### config.mk
export PLATFORM = sky130hd
export DESIGN_NAME = reset_sequencer
export DESIGN_NICKNAME = d
export VERILOG_FILES = /design/src/rtl/reset_sequencer.sv
export SDC_FILE = /design/constraint.sdc
export NUM_CORES = 1
export LEC_CHECK = 0
export BUFFER_PORTS_ARGS = -buffer_cell sky130_fd_sc_hd__buf_2
export CAP_MARGIN = 20
export CORE_MARGIN = 2
export CORE_UTILIZATION = 40
export DETAILED_ROUTE_END_ITERATION = 10
export HOLD_SLACK_MARGIN = 0.08
export PLACE_DENSITY = 0.64
export SYNTH_ARGS = -nofsm -noshare
export SYNTH_HDL_FRONTEND = slang
export SYNTH_SLANG_ARGS = --single-unit
export TNS_END_PERCENT = 30
### constraint.sdc
create_clock -name clk -period 2 [get_ports clk]
set_input_delay 0.1 -clock clk [delete_from_list [all_inputs] [get_ports clk]]
set_output_delay 0.1 -clock clk [all_outputs]
set_load 0.03 [all_outputs]
### src/rtl/reset_sequencer.sv
// Stretched machine reset generator: power-on stretch, per-source edge triggers, retrigger, hold-off.
// Define RESET_CAUSE_EN to implement the sticky cause register and the episode counter.
//
// state      | meaning
// ST_POR     | power-on stretch after res_n release; edge detection suppressed
// ST_ASSERT  | res high; triggers restart the pulse counter
// ST_HOLDOFF | res low, busy high; triggers discarded
// ST_IDLE    | waiting for an event or sw_req
module reset_sequencer #(
    parameter int unsigned        NUM_SRC     = 3,
    parameter logic [NUM_SRC-1:0] EDGE_MASK   = 3'b110,
    parameter int unsigned        PULSE_LEN   = 16,
    parameter int unsigned        SYNC_STAGES = 2,
    parameter int unsigned        HOLDOFF     = 0
) (
    input  logic               clk,
    input  logic               res_n,
    input  logic [NUM_SRC-1:0] src_in,
    input  logic               sw_req,
    input  logic               cause_clr,
    output logic               res,
    output logic               busy,
    output logic [NUM_SRC+1:0] cause,
    output logic [7:0]         res_count
);

    typedef enum logic [1:0] {ST_POR, ST_ASSERT, ST_HOLDOFF, ST_IDLE} state_t;

    localparam logic [7:0] PULSE_TC = 8'(PULSE_LEN - 1);
    localparam logic [7:0] HOLD_TC  = 8'(HOLDOFF - 1);

    state_t                               state_q, state_d;
    logic [7:0]                           cnt_q, cnt_d;
    logic [SYNC_STAGES-1:0][NUM_SRC-1:0]  sync_q, sync_d;
    logic [NUM_SRC-1:0]                   prev_q, prev_d;
    logic [NUM_SRC-1:0]                   ev_q, ev_d;
    logic                                 sw_q, sw_d;
    logic                                 res_q, res_d;
    logic                                 busy_q, busy_d;

    logic [NUM_SRC-1:0] sync_last;
    logic [NUM_SRC-1:0] det;
    logic               trig;
    logic [NUM_SRC+1:0] set_bits;
    logic               bump;

    always_comb begin
        sync_d    = {sync_q[SYNC_STAGES-2:0], src_in};
        sync_last = sync_q[SYNC_STAGES-1];
        prev_d    = sync_last;
        det       = (EDGE_MASK & sync_last & ~prev_q) | (~EDGE_MASK & ~sync_last & prev_q);
        // prev keeps tracking during POR so power-up levels never look like edges
        ev_d      = (state_q == ST_POR) ? '0 : det;
        sw_d      = sw_req;
        trig      = (|ev_q) | sw_q;

        state_d  = state_q;
        cnt_d    = cnt_q;
        set_bits = '0;
        bump     = 1'b0;

        case (state_q)
            ST_POR: begin
                if (cnt_q == PULSE_TC) begin
                    cnt_d   = '0;
                    state_d = (HOLDOFF == 0) ? ST_IDLE : ST_HOLDOFF;
                end else begin
                    cnt_d = cnt_q + 8'd1;
                end
            end
            ST_ASSERT: begin
                if (trig) begin
                    cnt_d    = '0;
                    set_bits = {ev_q, sw_q, 1'b0};
                end else if (cnt_q == PULSE_TC) begin
                    cnt_d   = '0;
                    state_d = (HOLDOFF == 0) ? ST_IDLE : ST_HOLDOFF;
                end else begin
                    cnt_d = cnt_q + 8'd1;
                end
            end
            ST_HOLDOFF: begin
                if (cnt_q == HOLD_TC) begin
                    cnt_d   = '0;
                    state_d = ST_IDLE;
                end else begin
                    cnt_d = cnt_q + 8'd1;
                end
            end
            default: begin
                if (trig) begin
                    cnt_d    = '0;
                    state_d  = ST_ASSERT;
                    set_bits = {ev_q, sw_q, 1'b0};
                    bump     = 1'b1;
                end
            end
        endcase

        res_d  = (state_d == ST_POR) || (state_d == ST_ASSERT);
        busy_d = (state_d != ST_IDLE);
    end

    always_ff @(posedge clk or negedge res_n) begin
        if (!res_n) begin
            state_q <= ST_POR;
            cnt_q   <= '0;
            sync_q  <= '0;
            prev_q  <= '0;
            ev_q    <= '0;
            sw_q    <= 1'b0;
            res_q   <= 1'b1;
            busy_q  <= 1'b1;
        end else begin
            state_q <= state_d;
            cnt_q   <= cnt_d;
            sync_q  <= sync_d;
            prev_q  <= prev_d;
            ev_q    <= ev_d;
            sw_q    <= sw_d;
            res_q   <= res_d;
            busy_q  <= busy_d;
        end
    end

    assign res  = res_q;
    assign busy = busy_q;

`ifdef RESET_CAUSE_EN
    logic [NUM_SRC+1:0] cause_q, cause_d;
    logic [7:0]         res_count_q, res_count_d;

    // a set landing in the same cycle as cause_clr survives the clear
    always_comb begin
        cause_d     = (cause_clr ? '0 : cause_q) | set_bits;
        res_count_d = res_count_q;
        if (bump && (res_count_q != 8'hFF)) begin
            res_count_d = res_count_q + 8'd1;
        end
    end

    always_ff @(posedge clk or negedge res_n) begin
        if (!res_n) begin
            cause_q     <= {{(NUM_SRC+1){1'b0}}, 1'b1};
            res_count_q <= '0;
        end else begin
            cause_q     <= cause_d;
            res_count_q <= res_count_d;
        end
    end

    assign cause     = cause_q;
    assign res_count = res_count_q;
`else
    logic unused_cause;
    assign unused_cause = ^{cause_clr, set_bits, bump};
    assign cause        = '0;
    assign res_count    = '0;
`endif

endmodule

# Word-level counts from Yosys, hierarchy flattened
# Index checks and enable logic that the tools add are counted.
# W data, S select, Z words.
# totals
ff_bits	25
out_inout_bits	15
elab_cells	38
# op_classes
n_addsub	1
n_eq_ne	6
muxes	11
bitwise	6
n_reduce_logical	5
# ops
op	n
$mux W8	4
$pmux W8 S3	1
$add A8 B1 Y8 const B	1
$eq A8 B4 Y1 const B	1
$eq A8 B8 Y1 const B	1
$mux W2	4
$pmux W2 S3	1
$eq A2 B1 Y1 const B	2
$logic_not A2 Y1	2
$reduce_bool A4 Y1	1
$and A1 B3 Y3	1
$and A3 B3 Y3	1
$mux W3	1
$not A3 Y3	1
$or A3 B3 Y3	1
$reduce_or A3 Y1	1
$eq A2 B2 Y1 const B	1
$ne A2 B2 Y1 const B	1
$logic_or A1 B1 Y1	1
$not A1 Y1	1
$or A1 B1 Y1	1

# Logic depth before layout (Yosys ltp)
# Gate-level depths: netlist of run 1.
# logic_depth
ltp_word	6
depth_mapped	6
ltp_nobuf	5

# Least setup slack after synthesis of run 1
# Ideal clock, no wire load.
# synth_path
path_kind	register to register
startpoint	reg ev_q[1]
endpoint	reg cnt_q[3]
setup_ps	80
arrival_time_ps	1575
path_slack_ps	345
stages_incl_launch_ff	5
path_buffers	0
synth_period_minus_slack_ps	1655
cell_sequence	dfrtp_1 or4_4 a221oi_4 nor2_2 o211ai_2
# synth_via
elab_chain_len	4
word_cells_on_any_way	5
cone_classes	mux: 2; bitwise: 1; reduce/logical: 2
# synth_rtl
element	line	text
from (decl)	36	logic [NUM_SRC-1:0] ev_q, ev_d;
from (signal assigned)	119	ev_q <= ev_d;
$reduce_or A3 Y1 (*)	55	trig = (|ev_q) | sw_q;
$or A1 B1 Y1 (*)	55	
$mux W8	72	if (trig) begin
$pmux W8 S3	62	case (state_q)
to (signal assigned)	116	cnt_q <= cnt_d;
to (decl)	33	logic [7:0] cnt_q, cnt_d;
# Mark *: on every way between the ends. The rest lies on a longest branch, timed or not.
# A chain may end at the register's enable or synchronous reset.

# Worst setup path in the final report of run 1
# Ends and elaborated chain as after synthesis.

==> impl_metrics.toml, run 1 <==
[run_status]
outcome = "finished, final reports clean"

[cells_and_area]
drive_gt1_share_pct = 19.30
final_util_pct = 45.11
finish.instance_area_mm2 = 0.001222
fillers = 256
final_nets = 123
final_cell_mix = "dfrtp_1, conb_1, nand2_1"
layout_commonest_cell = "dfrtp_1"
areaGrowthSynthToFinish_pct = 8.315
n_antenna_cell = 0
regArea_um2 = 628.1
multi_input_area_um2 = 420.4

[global_route]
track_usage_pct = 12.21
gr-total-overflow = 0
grt_pass1_wl_um = 3029
grt_max_degree = 26
grt_pass1_vias = 696
antenna_found_initial = 0

[yosys]
synth_top_flop_cell = "dfrtp_1"
yosys_register_bits = 25
async_flop_share_pct = 100.0
synthDistinctLibCells = 34
synthCells = 101
synth_seq_area_share_pct = 55.65
syn-cell-area_mm2 = 0.001129
synth-edff-count = 0
yosys_warnings = 0
avgSynthCellArea_um2 = 11.17

[cts]
root_buffer = "clkbuf_4"
cts_tree = "built"
cts_buffer_depth = 2
ctsResizeCount = 0
postCtsSetupRepairBufs = 0
insertion_delay_ps = 320
htreeDepth = 1
path_clk_slew_ps = 140
numCtsBuffers = 3
hold_buffers = 5
cts_sinks = 25

[power]
leakage_nw = 0.5317
p_per_area_mw_per_mm2 = 718.7
combinationalPowerShare_pct = 10.5
switchingPower_mw = 0.2355
seq_power_share_pct = 62.8
intPower_mw = 0.6430
power.share.clock_pct = 26.8
power.total_mw = 0.8786
swShare_pct = 26.81
ir_drop_mv = 0.5983

[sta]
fin_worst_skew_ps = 3.374
setup_viol = 0
period_needed_ps = 1816
rsz0062_at_grt = "no"
fmax_mhz = 550.7
whs_ps = 274.0
finalHoldViolCount = 0
relSlewSlack_pct = 63.79
post-route-period-util_pct = 90.79
fin_setup_tns_ps = 0
worst_pin_slew_ps = 543.2
slew_viol_final = 0

[die]
start_util_pct = 41.64
pin_count = 22
core_area_mm2 = 0.002710
row_count = 19
die_h_um = 57.12
dieArea_mm2 = 0.003262
die_x_um = 57.12

[routing]
antenna_left = 0
drt_iter0_drc = 22
dr_wl_met2_um = 843
drtPass1Iterations = 4
wl_um = 1737
m1WireLength_um = 809
top_layer = "met4"
viasPerCell = 4.945
wl_per_cell_um = 11.98
num_vias = 717
drcViolationCount = 0
wl_met3_um = 73

[worst_setup_path]
cp-start-kind = "register"
path_max_fanout = 8
cp-end-kind = "register"
cp.arrival_ps = 2070
worstSetupPathType = "reg -> reg"
cp.required_ps = 2260

[run]
cap_violations = 0

[place]
io_buffers = 7
place_congestion = 0.7849
hpwl_um = 1227
placed_area_mm2 = 0.001141

[worst_hold_path]
hold_class = "in -> async"
metal layers:
| layer | track usage [%] | vias up |
|---|---|---|
| met5 | 0 | - |
| met4 | 2.990 | 0 |
| met3 | 4.082 | 2 |
| met2 | 21.18 | 19 |
| met1 | 14.67 | 350 |
| li1 | - | 346 |
cells by family (layout without fill, tap and decap cells):
logic type / Yosys count / in the layout / share of synthesized area (%)
and+or+nand+nor: 35 / 35 / 17.63
adders and majority gates: 1 / 1 / 1.108
AOI/OAI and AO/OA: 18 / 18 / 13.42
xor gates and xnor gates: 1 / 1 / 0.7762
buffers and inverters: 20 / 21 / 11.08
other: 1 / 13 / 0.3323
DFF: 25 / 25 / 55.65
Yosys cell counts, types with 2 or more instances:
library cell  count  area, um^2
nor2_1            6       22.52
nor3b_1           3       22.52
nor3_1            3       15.01
buf_4            13       97.59
inv_1             4       15.01
nand2_1          12       45.04
nor2b_1           2       12.51
dfstp_2           2       52.55
a21oi_1           3       15.01
a211oi_2          2       25.02
nand3_1           2       10.01
o22ai_1           2       12.51
o21ai_1           4       20.02
dfrtp_1          23       575.6
layout make-up:
type                            instances  area share [%]
Sequential cell                        25           51.38
Timing Repair Buffer                   12           6.960
Inverter                                5           1.535
Multi-Input combinational cell         68           34.39
Tap cell                               31           3.173
Clock buffer                            3           1.842
Clock inverter                          1          0.7165
final timing paths:
kind	cells past startpoint	end	startpoint	slack (ps)
max	4	cnt_q[3]$_DFFE_PN0P_	ev_q[1]$_DFF_PN0_	180
min	2	cnt_q[3]$_DFFE_PN0P_	res_n	270
max reg2reg	4	cnt_q[3]$_DFFE_PN0P_	ev_q[1]$_DFF_PN0_	180
min reg2reg	0	prev_d[1]$_DFF_PN0_	sync_d[4]$_DFF_PN0_	370
max in group asynchronous	2	res$_DFF_PN1_	res_n	1350
min in group clk	0	prev_d[1]$_DFF_PN0_	sync_d[4]$_DFF_PN0_	370
worst max-delay path: stages (launching register included):
cell and delay [ps]:
dfrtp_1 390, or4_4 580, a221oi_4 520, nor2_2 100, o211ai_2 160
flip-flops by register name, indices dropped and copies added, names as in the netlist:
signal   cells
cnt_q        8
prev_q       3
res          1
busy         1
ev_q         3
prev_d       3
sync_d       3
state_q      2
sw_q         1
power by group through the flow:
stage | Combinational [mW] | Sequential [mW] | Clock (mW)
2_1_floorplan | 0.0862 | 0.555 | 0
3_3_place_gp | 0.0840 | 0.558 | 0
3_5_place_dp | 0.0854 | 0.561 | 0
4_1_cts | 0.0928 | 0.551 | 0.249
5_1_grt | 0.104 | 0.556 | 0.277
6_report | 0.0922 | 0.551 | 0.235
through the flow:
stage,std cells,worst slack [ps]
finish,145,184.2
global route,145,97.80
CTS,145,187.1
detailed placement,136,221.8
global placement,136,229.5
floorplan,113,344.8
No activity file was read; power rests on OpenSTA's default activity.
==> inputs of run 2 (changes only) <==
--- a/config.mk
+++ b/config.mk
@@ -5,10 +5,11 @@
 export SDC_FILE = /design/constraint.sdc
 export NUM_CORES = 1
 export LEC_CHECK = 0
-export BUFFER_PORTS_ARGS = -buffer_cell sky130_fd_sc_hd__buf_2
+export BUFFER_PORTS_ARGS = -buffer_cell sky130_fd_sc_hd__clkbuf_2
 export CAP_MARGIN = 20
 export CORE_MARGIN = 2
 export CORE_UTILIZATION = 40
+export CTS_BUF_LIST = sky130_fd_sc_hd__clkbuf_4 sky130_fd_sc_hd__clkbuf_8
 export DETAILED_ROUTE_END_ITERATION = 10
 export HOLD_SLACK_MARGIN = 0.08
 export PLACE_DENSITY = 0.64
==> run 2 against run 1 <==
Against the previous run:
- critical path depth is the same
- count of clock-buffer cells in the layout unchanged
- register-to-register slack is essentially flat
- core utilization unchanged
- wire length is 0.12% higher
- cell count did not move
- maximum frequency up 0.20%
- worst hold slack better by 19 ps
- clock power is 3% higher
- die area unchanged
==> impl_metrics.toml, run 2 (synthesized netlist as in run 1, its figures left out) <==
[run_status]
outcome = "finished, final reports clean"

[cts]
cts_sinks = 25
insertion_delay_ps = 320
cts_tree = "built"
path_clk_slew_ps = 140
root_buffer = "clkbuf_4"
cts_buffer_depth = 2
postCtsSetupRepairBufs = 0
numCtsBuffers = 3
htreeDepth = 1

[routing]
num_vias = 707
viasPerCell = 4.876
drtPass1Iterations = 4
drt_iter0_drc = 32
wl_per_cell_um = 11.99
wl_um = 1739
antenna_left = 0
drcViolationCount = 0

[worst_setup_path]
path_max_fanout = 8
cp.arrival_ps = 2070
cp-end-kind = "register"
cp.required_ps = 2260
worstSetupPathType = "reg -> reg"
cp-start-kind = "register"

[power]
p_per_area_mw_per_mm2 = 723.4
seq_power_share_pct = 62.2
switchingPower_mw = 0.2407
ir_drop_mv = 0.6691
leakage_nw = 0.5356
combinationalPowerShare_pct = 10.6
swShare_pct = 27.22
intPower_mw = 0.6436
power.share.clock_pct = 27.2

[sta]
slew_viol_final = 0
rsz0062_at_grt = "no"
fin_worst_skew_ps = 2.014
fmax_mhz = 551.8
worst_pin_slew_ps = 608.2
post-route-period-util_pct = 90.61
relSlewSlack_pct = 59.45
setup_viol = 0
finalHoldViolCount = 0
period_needed_ps = 1812
fin_setup_tns_ps = 0

[cells_and_area]
layout_commonest_cell = "dfrtp_1"
areaGrowthSynthToFinish_pct = 8.315
n_antenna_cell = 0
final_cell_mix = "dfrtp_1, conb_1, nand2_1"
final_nets = 123
instances_no_fill = 145
largest_register_ffs = 8
drive_gt1_share_pct = 19.30
top_register = "cnt_q"

[place]
dpl.cell_count = 136
hpwl_um = 1214
place_congestion = 0.7872
io_buffers = 7

[global_route]
track_usage_pct = 11.80
gr-total-overflow = 0
grt_pass1_wl_um = 2953
grt_max_degree = 26
antenna_found_initial = 0
grt_pass1_vias = 697

[die]
pin_count = 22
core_area_mm2 = 0.002710
die_h_um = 57.12
dieArea_mm2 = 0.003262
start_util_pct = 41.64
die_x_um = 57.12
row_count = 19

[run]
cap_violations = 0

[worst_hold_path]
hold_class = "in -> async"
-- run 2: cell count changes in the layout (fill, tap and decap cells not counted) --
cell      change
clkbuf_2      +7
buf_2         -7
-- run 2: critical path, cell delays in order (launching register included) --
cell,delay [ps]
dfrtp_1,390
or4_4,580
a221oi_4,510
nor2_2,100
o211ai_2,160
-- run 2: layout make-up --
cell class | instances | area, um^2
Sequential cell | 25 | 628.1
Fill cell | 262 | 1488
Multi-Input combinational cell | 68 | 420.4
Inverter | 5 | 18.77
Tap cell | 31 | 38.79
Clock buffer | 3 | 22.52
Timing Repair Buffer | 12 | 85.08
Clock inverter | 1 | 8.758
-- run 2: metrics by stage --
step                area (um^2)  setup slack [ps]  hold WS (ps)  utilization (%)  total power, mW
finish                     1222             187.8         293.5            45.11           0.8843
global route               1222             82.79         333.9            45.11           0.9292
CTS                        1222             178.5         313.2            45.11           0.8981
detailed placement         1141             218.8         142.0            42.11           0.6465
global placement           1141             230.9         133.5            42.11           0.6419
floorplan                  1174             344.8        -195.6                -           0.6408
-- run 2: final timing paths --
check                                     from                   end  slack (ps)  depth (start not counted)
max                          ev_q[1]$_DFF_PN0_  cnt_q[3]$_DFFE_PN0P_         190                          4
min in group clk           sync_d[4]$_DFF_PN0_   prev_d[1]$_DFF_PN0_         370                          0
max in group asynchronous                res_n  state_q[1]$_DFF_PN0_        1310                          2
max reg2reg                  ev_q[1]$_DFF_PN0_  cnt_q[3]$_DFFE_PN0P_         190                          4
min reg2reg                sync_d[4]$_DFF_PN0_   prev_d[1]$_DFF_PN0_         370                          0
min                                      res_n  cnt_q[3]$_DFFE_PN0P_         290                          2
-- run 2: timing repair --
| item | 4_1_cts | 5_1_grt |
|---|---|---|
| endpoints found under the hold margin | 27 | 0 |
| gates resized for setup | 0 | 0 |
| hold buffers | 5 | 0 |
-- run 2: routing by layer --
metal	GRT usage, %	up-vias	share of wire, %
met5	0	-	0
met3	4.762	2	5.5
met2	20.53	18	51
li1	-	349	-
met1	13.56	338	42
met4	2.990	0	0.58
-- run 2: power groups by stage --
stage | clock network [mW] | registers [mW] | logic, mW
after floorplan | 0 | 0.555 | 0.0862
after global placement | 0 | 0.558 | 0.0839
after detailed placement | 0 | 0.560 | 0.0862
after CTS | 0.254 | 0.550 | 0.0941
after global routing | 0.269 | 0.555 | 0.106
final | 0.241 | 0.550 | 0.0934
